===== src/rtl/lambda_peak_detect.sv =====
// Windowed argmax over the lambda metric stream, with a lock FSM that confirms a
// stable symbol-timing position and then tracks it until repeated misses.
module lambda_peak_detect #(
    parameter int unsigned WIN_LEN   = 80,
    parameter int unsigned IDX_W     = $clog2(WIN_LEN),
    parameter int unsigned TOL       = 1,
    parameter int unsigned CONFIRM_N = 3,
    parameter int unsigned MISS_N    = 2,
    parameter int unsigned LAMBDA_W  = 14
) (
    input  logic                       clk_i,
    input  logic                       rst_ni,
    input  logic signed [LAMBDA_W-1:0] lambda_i,
    input  logic                       lambda_valid_i,
    output logic                       peak_valid_o,
    output logic [IDX_W-1:0]           peak_idx_o,
    output logic signed [LAMBDA_W-1:0] peak_val_o,
    output logic                       locked_o,
    output logic [IDX_W-1:0]           timing_idx_o
);
    localparam int unsigned DW    = IDX_W + 1;
    localparam int unsigned HitW  = $clog2(CONFIRM_N + 1);
    localparam int unsigned MissW = $clog2(MISS_N + 1);

    typedef enum logic [1:0] {StSearch, StConfirm, StLocked} state_e;

    state_e                      state_q, state_d;
    logic [IDX_W-1:0]            cnt_q, cnt_d;
    logic signed [LAMBDA_W-1:0]  max_val_q, max_val_d;
    logic [IDX_W-1:0]            max_idx_q, max_idx_d;
    logic                        peak_valid_q, peak_valid_d;
    logic [IDX_W-1:0]            peak_idx_q, peak_idx_d;
    logic signed [LAMBDA_W-1:0]  peak_val_q, peak_val_d;
    logic [IDX_W-1:0]            ref_idx_q, ref_idx_d;
    logic [HitW-1:0]             hit_cnt_q, hit_cnt_d, hit_inc;
    logic [MissW-1:0]            miss_cnt_q, miss_cnt_d, miss_inc;

    logic                        last;
    logic signed [LAMBDA_W-1:0]  cand_val;
    logic [IDX_W-1:0]            cand_idx;
    logic [DW-1:0]               diff, dist_a, dist_b;
    logic                        match;

    always_ff @(posedge clk_i) begin
        if (!rst_ni) begin
            state_q      <= StSearch;
            cnt_q        <= '0;
            max_val_q    <= '0;
            max_idx_q    <= '0;
            peak_valid_q <= 1'b0;
            peak_idx_q   <= '0;
            peak_val_q   <= '0;
            ref_idx_q    <= '0;
            hit_cnt_q    <= '0;
            miss_cnt_q   <= '0;
        end else begin
            state_q      <= state_d;
            cnt_q        <= cnt_d;
            max_val_q    <= max_val_d;
            max_idx_q    <= max_idx_d;
            peak_valid_q <= peak_valid_d;
            peak_idx_q   <= peak_idx_d;
            peak_val_q   <= peak_val_d;
            ref_idx_q    <= ref_idx_d;
            hit_cnt_q    <= hit_cnt_d;
            miss_cnt_q   <= miss_cnt_d;
        end
    end

    // Candidate includes the current sample so the last index of a window can win.
    always_comb begin
        last     = (cnt_q == IDX_W'(WIN_LEN - 1));
        cand_val = max_val_q;
        cand_idx = max_idx_q;
        if (cnt_q == '0) begin
            cand_val = lambda_i;
            cand_idx = '0;
        end else if (lambda_i > max_val_q) begin
            cand_val = lambda_i;
            cand_idx = cnt_q;
        end
        diff   = {1'b0, cand_idx} - {1'b0, ref_idx_q};
        dist_a = diff[IDX_W] ? -diff : diff;
        dist_b = DW'(WIN_LEN) - dist_a;
        match  = (dist_a <= DW'(TOL)) || (dist_b <= DW'(TOL));
        hit_inc  = hit_cnt_q + HitW'(1);
        miss_inc = miss_cnt_q + MissW'(1);
    end

    always_comb begin
        state_d      = state_q;
        cnt_d        = cnt_q;
        max_val_d    = max_val_q;
        max_idx_d    = max_idx_q;
        peak_valid_d = 1'b0;
        peak_idx_d   = peak_idx_q;
        peak_val_d   = peak_val_q;
        ref_idx_d    = ref_idx_q;
        hit_cnt_d    = hit_cnt_q;
        miss_cnt_d   = miss_cnt_q;
        if (lambda_valid_i) begin
            max_val_d = cand_val;
            max_idx_d = cand_idx;
            cnt_d     = last ? '0 : cnt_q + IDX_W'(1);
            if (last) begin
                peak_valid_d = 1'b1;
                peak_idx_d   = cand_idx;
                peak_val_d   = cand_val;
                unique case (state_q)
                    StSearch: begin
                        ref_idx_d  = cand_idx;
                        hit_cnt_d  = HitW'(1);
                        miss_cnt_d = '0;
                        state_d    = (CONFIRM_N == 1) ? StLocked : StConfirm;
                    end
                    StConfirm: begin
                        ref_idx_d = cand_idx;
                        if (match) begin
                            hit_cnt_d = hit_inc;
                            if (hit_inc == HitW'(CONFIRM_N)) begin
                                state_d    = StLocked;
                                miss_cnt_d = '0;
                            end
                        end else begin
                            hit_cnt_d = HitW'(1);
                        end
                    end
                    StLocked: begin
                        if (match) begin
                            ref_idx_d  = cand_idx;
                            miss_cnt_d = '0;
                        end else if (miss_inc == MissW'(MISS_N)) begin
                            state_d    = StSearch;
                            hit_cnt_d  = '0;
                            miss_cnt_d = '0;
                        end else begin
                            miss_cnt_d = miss_inc;
                        end
                    end
                    default: state_d = StSearch;
                endcase
            end
        end
    end

    assign peak_valid_o = peak_valid_q;
    assign peak_idx_o   = peak_idx_q;
    assign peak_val_o   = peak_val_q;
    assign locked_o     = (state_q == StLocked);
    assign timing_idx_o = ref_idx_q;

endmodule


===== config.mk =====
export PLATFORM = sky130hd
export DESIGN_NAME = lambda_peak_detect
export DESIGN_NICKNAME = d
export VERILOG_FILES = /design/src/rtl/lambda_peak_detect.sv
export SDC_FILE = /design/constraint.sdc
export NUM_CORES = 1
export LEC_CHECK = 0
export ABC_AREA = 0
export BUFFER_PORTS_ARGS = -buffer_cell sky130_fd_sc_hd__buf_2
export CORE_ASPECT_RATIO = 1.25
export CORE_MARGIN = 2
export CORE_UTILIZATION = 59
export CTS_CLUSTER_SIZE = 40
export DETAILED_ROUTE_END_ITERATION = 16
export PLACE_DENSITY_LB_ADDON = 0.3
export SLEW_MARGIN = 20
export SYNTH_ARGS = -nofsm -noshare
export SYNTH_HDL_FRONTEND = slang
export SYNTH_SLANG_ARGS = --single-unit

===== constraint.sdc =====
create_clock -name clk_i -period 6.1 [get_ports clk_i]
set_input_delay 0 -clock clk_i [delete_from_list [all_inputs] [get_ports clk_i]]
set_output_delay 0 -clock clk_i [all_outputs]
set_load 0.05 [all_outputs]

==> impl_metrics.py <==
metrics = {
    "routing": {
        "initialDrtViolationCount": 196,
        "wl_per_cell_um": 15.3,
        "routed_wirelength_um": 9270,
        "detail_route.vias_per_cell": 5.78,
        "detail-route-antenna-nets": 0,
        "drcViolationCount": 0,
        "drtPass1Iterations": 5,
        "dr_total_vias": 3510,
    },
    "clocking": {
        "cts_tree": "done",
        "num_cts_buffers": 9,
        "cts-root-buf": "clkbuf_8",
        "ctsHtreeMaxLevel": 3,
        "clk_transition_reported_paths_ns": 0.07,
        "clk_path_buf_depth": 2,
        "cts.repair_timing.setup_buffer_count": 0,
        "clk_latency_ns": 0.34,
        "tritoncts_num_sinks": 63,
    },
    "setup_path": {
        "start_kind": "flip-flop",
        "path_class": "flip-flop to flip-flop",
        "path_common_cell": "ha_1",
        "timing.critical_path.slowest_cell_delay_ns": 0.52,
        "timing.critical_path.cells": "inv_1, ha_1, a21o_1, a21o_1, a221oi_1, o221ai_1, xnor2_2, nand2_1, nand2_1, a21oi_1, inv_1, ha_1, fa_1, ha_1, and2_2, o21bai_2, a311oi_1, o311ai_1, nand4_1, a2111oi_4, nor2_2, o32a_1, o311ai_2",
        "crit_family": "compound AO/OA/AOI/OAI gates",
        "critical_path.max_fanout": 9,
        "timing.critical_path.arrival_ns": 5.89,
        "cp-end-kind": "flip-flop",
        "critical_path_required_ns": 6.35,
        "timing.critical_path.buf_inv": 2,
        "crit_slowest_cell": "a2111oi_4",
    },
    "layout": {
        "antenna_cells_inserted": 0,
        "n_fill_cell": 533,
        "fin_area_um2": 4520,
        "layout-area-overhead-vs-synth_pct": 15.0,
        "post_route_cells_drive_above_1_share": 0.171,
        "nNetsFinal": 563,
        "multi_input_area_um2": 2440,
        "utilization": 0.697,
        "footprint_of_the_flip_flops_and_latches_um2": 1260,
    },
    "global_route": {
        "use_met2": 0.487,
        "grt_use_met3": 0.0464,
        "busiest_layer": "met2",
        "antenna_found_initial": 0,
        "grt_usage": 0.259,
        "global_route.usage.met1": 0.281,
        "grt_first_pass_wirelength_um": 15100,
        "grt_start_max_net_pins": 41,
        "grt.overflow.total": 0,
        "first_global_vias": 3361,
    },
    "synth": {
        "synth_most_common_cell": "nor2_1",
        "nets_in_the_synthesized_netlist": 511,
        "synth_edf_count": 0,
        "yosysWarnings": 0,
        "synth.area.top_cells": "dfxtp_1 (32%), ha_1 (9.6%), mux2i_1 (9.4%)",
        "synth.yosys.seq_area_share": 0.321,
        "netlist.top_cell.by_area": "dfxtp_1",
        "synth_area_um2": 3930,
        "synth-main-ff-cell": "dfxtp_1",
        "yosysTopAreaCellShare": 0.321,
        "yosysUniqueCellTypes": 67,
        "postSynthCellCount": 463,
        "synth.avg_cell_area_um2": 8.48,
        "async_reset_ff_frac": 0,
        "yosys-top-cells-count": "nor2_1 (65), dfxtp_1 (63), nand2_1 (42)",
        "ys_ff_latch": 63,
    },
    "timing": {
        "layout_setup_ws_ns": 0.461,
        "relSlewSlack": 0.272,
        "max_slew_violation_count": 0,
        "tightest_slew_ns": 1.09,
        "hold_violations": 0,
        "highest_achievable_clock_rate_mhz": 177,
        "clock_skew_ns": 0.00908,
        "setup_repair_after_global_routing_missed_its_margin": "no",
        "timing.final.crit_share": 0.924,
        "period_minus_slack_ns": 5.64,
        "totalNegativeSetupSlack_ns": 0,
        "setup_viol_count_final": 0,
    },
    "place": {
        "place_congestion": 0.981,
        "place_worst_setup_slack_ns": 0.403,
        "postPlaceCellArea_um2": 4190,
        "place_hpwl_um": 6730,
        "port-buffer-count": 46,
    },
    "flow_run": {
        "max_capacitance_violation_count": 0,
    },
    "min_path": {
        "hp-class": "input pin to flip-flop",
    },
    "power": {
        "static-leakage-power_nw": 1.86,
        "power.density_nw_per_um2": 210,
        "vdd_ir_drop_max_v": 0.000154,
    },
    "floorplan": {
        "floorplan.die.height_um": 95.2,
        "start_util": 0.606,
        "design.die.area_um2": 7330,
        "placementRows": 33,
        "top_level_ports": 47,
        "core_region_area_um2": 6480,
        "floorplan.die.width_um": 77.0,
    },
    "status": {
        "run_status": "finished clean",
    },
}
stage by stage:
step	total power, mW	cells	hold WS, ns
2_1_floorplan	0.561	463	0.144
3_3_place_gp	0.592	578	0.268
3_5_place_dp	0.596	578	0.280
4_1_cts	0.950	607	0.000646
5_1_grt	0.992	607	0.0366
6_report	0.949	607	0.00417
kinds of logic after synthesis:
kind of cell             count (synthesis)  share of synthesized area
buffers and inverters                   56                     0.0593
XOR/XNOR                                12                     0.0354
adder cells (fa/ha/maj)                 31                      0.101
AND/OR/NAND/NOR                        167                      0.198
AO/OA/AOI/OAI                           97                      0.191
multiplexers                            37                     0.0943
flip-flops                              63                      0.321
flip-flops by register name (all words and copies together) (netlist names):
name / count
miss_cnt_q: 2
cnt_q: 7
state_q: 2
timing_idx_o: 7
peak_valid_o: 1
hit_cnt_q: 2
max_val_q: 14
peak_idx_o: 7
peak_val_o: 14
max_idx_q: 7
report_power, final:
| group | total (mW) | leakage (nW) | internal [mW] | switching (mW) |
|---|---|---|---|---|
| registers | 0.429 | 0.510 | 0.421 | 0.00834 |
| clock network | 0.352 | 0.0960 | 0.187 | 0.165 |
| logic | 0.168 | 1.26 | 0.0715 | 0.0960 |
| total | 0.949 | 1.86 | 0.680 | 0.269 |
cell type report:
cell class / instances / area share
Sequential cell: 63 / 0.279
Clock buffer: 10 / 0.0283
Inverter: 35 / 0.0291
Tap cell: 87 / 0.0241
Clock inverter: 6 / 0.0136
Timing Repair Buffer: 62 / 0.0848
Multi-Input combinational cell: 344 / 0.541
worst paths after layout:
kind / start / endpoint / slack, ns / depth (start not counted)
max: max_val_q[3]$_SDFFE_PN0P_ / state_q[0]$_SDFFE_PN0P_ / 0.46 / 23
min reg2reg: peak_idx_o[6]$_SDFFE_PN0P_ / peak_idx_o[6]$_SDFFE_PN0P_ / 0.45 / 2
min: lambda_i[0] / peak_val_o[0]$_SDFFE_PN0P_ / 0.004 / 3
max reg2reg: max_val_q[3]$_SDFFE_PN0P_ / state_q[0]$_SDFFE_PN0P_ / 0.46 / 23
per-layer routing:
layer,vias up,routed length [um]
met3,29,345
met2,102,4870
met5,-,0
met4,0,290
met1,1640,3770
li1,1739,-
cells in the final DEF (no fill, tap or decap), types with 3 or more instances in the layout:
cell,netlist,routed
nand4_1,8,8
nor2_1,65,65
nand2b_1,3,3
a21oi_2,4,4
inv_1,34,34
xnor2_1,6,6
o221ai_1,3,3
o21ai_0,13,13
xor2_1,3,3
a31oi_1,3,3
a211oi_1,16,16
a21o_1,10,10
or3_1,3,3
dfxtp_1,63,63
a21oi_1,23,23
buf_2,3,46
mux2i_1,37,37
nor3_1,5,5
buf_4,1,3
clkbuf_8,0,9
nand3_1,19,19
dlygate4sd3_1,0,13
clkinv_2,0,3
nand2_1,42,42
ha_1,30,30
worst reg2reg max path, cell delays in order (launching register included):
cell and delay, ns:
dfxtp_1 0.36, inv_1 0.06, ha_1 0.28, a21o_1 0.17, a21o_1 0.19, a221oi_1 0.37
o221ai_1 0.22, xnor2_2 0.37, nand2_1 0.24, nand2_1 0.12, a21oi_1 0.09, inv_1 0.14
ha_1 0.19, fa_1 0.50, ha_1 0.28, and2_2 0.21, o21bai_2 0.21, a311oi_1 0.12
o311ai_1 0.10, nand4_1 0.20, a2111oi_4 0.53, nor2_2 0.16, o32a_1 0.39, o311ai_2 0.07
repair_timing:
| action | in CTS | in global routing |
|---|---|---|
| setup endpoints to repair | 0 | 7 |
| resized for setup | 0 | 1 |
| hold buffers | 13 | 0 |
| endpoints found under the hold margin | 13 | 0 |
Note: power is estimated with default switching activity, not from simulation.
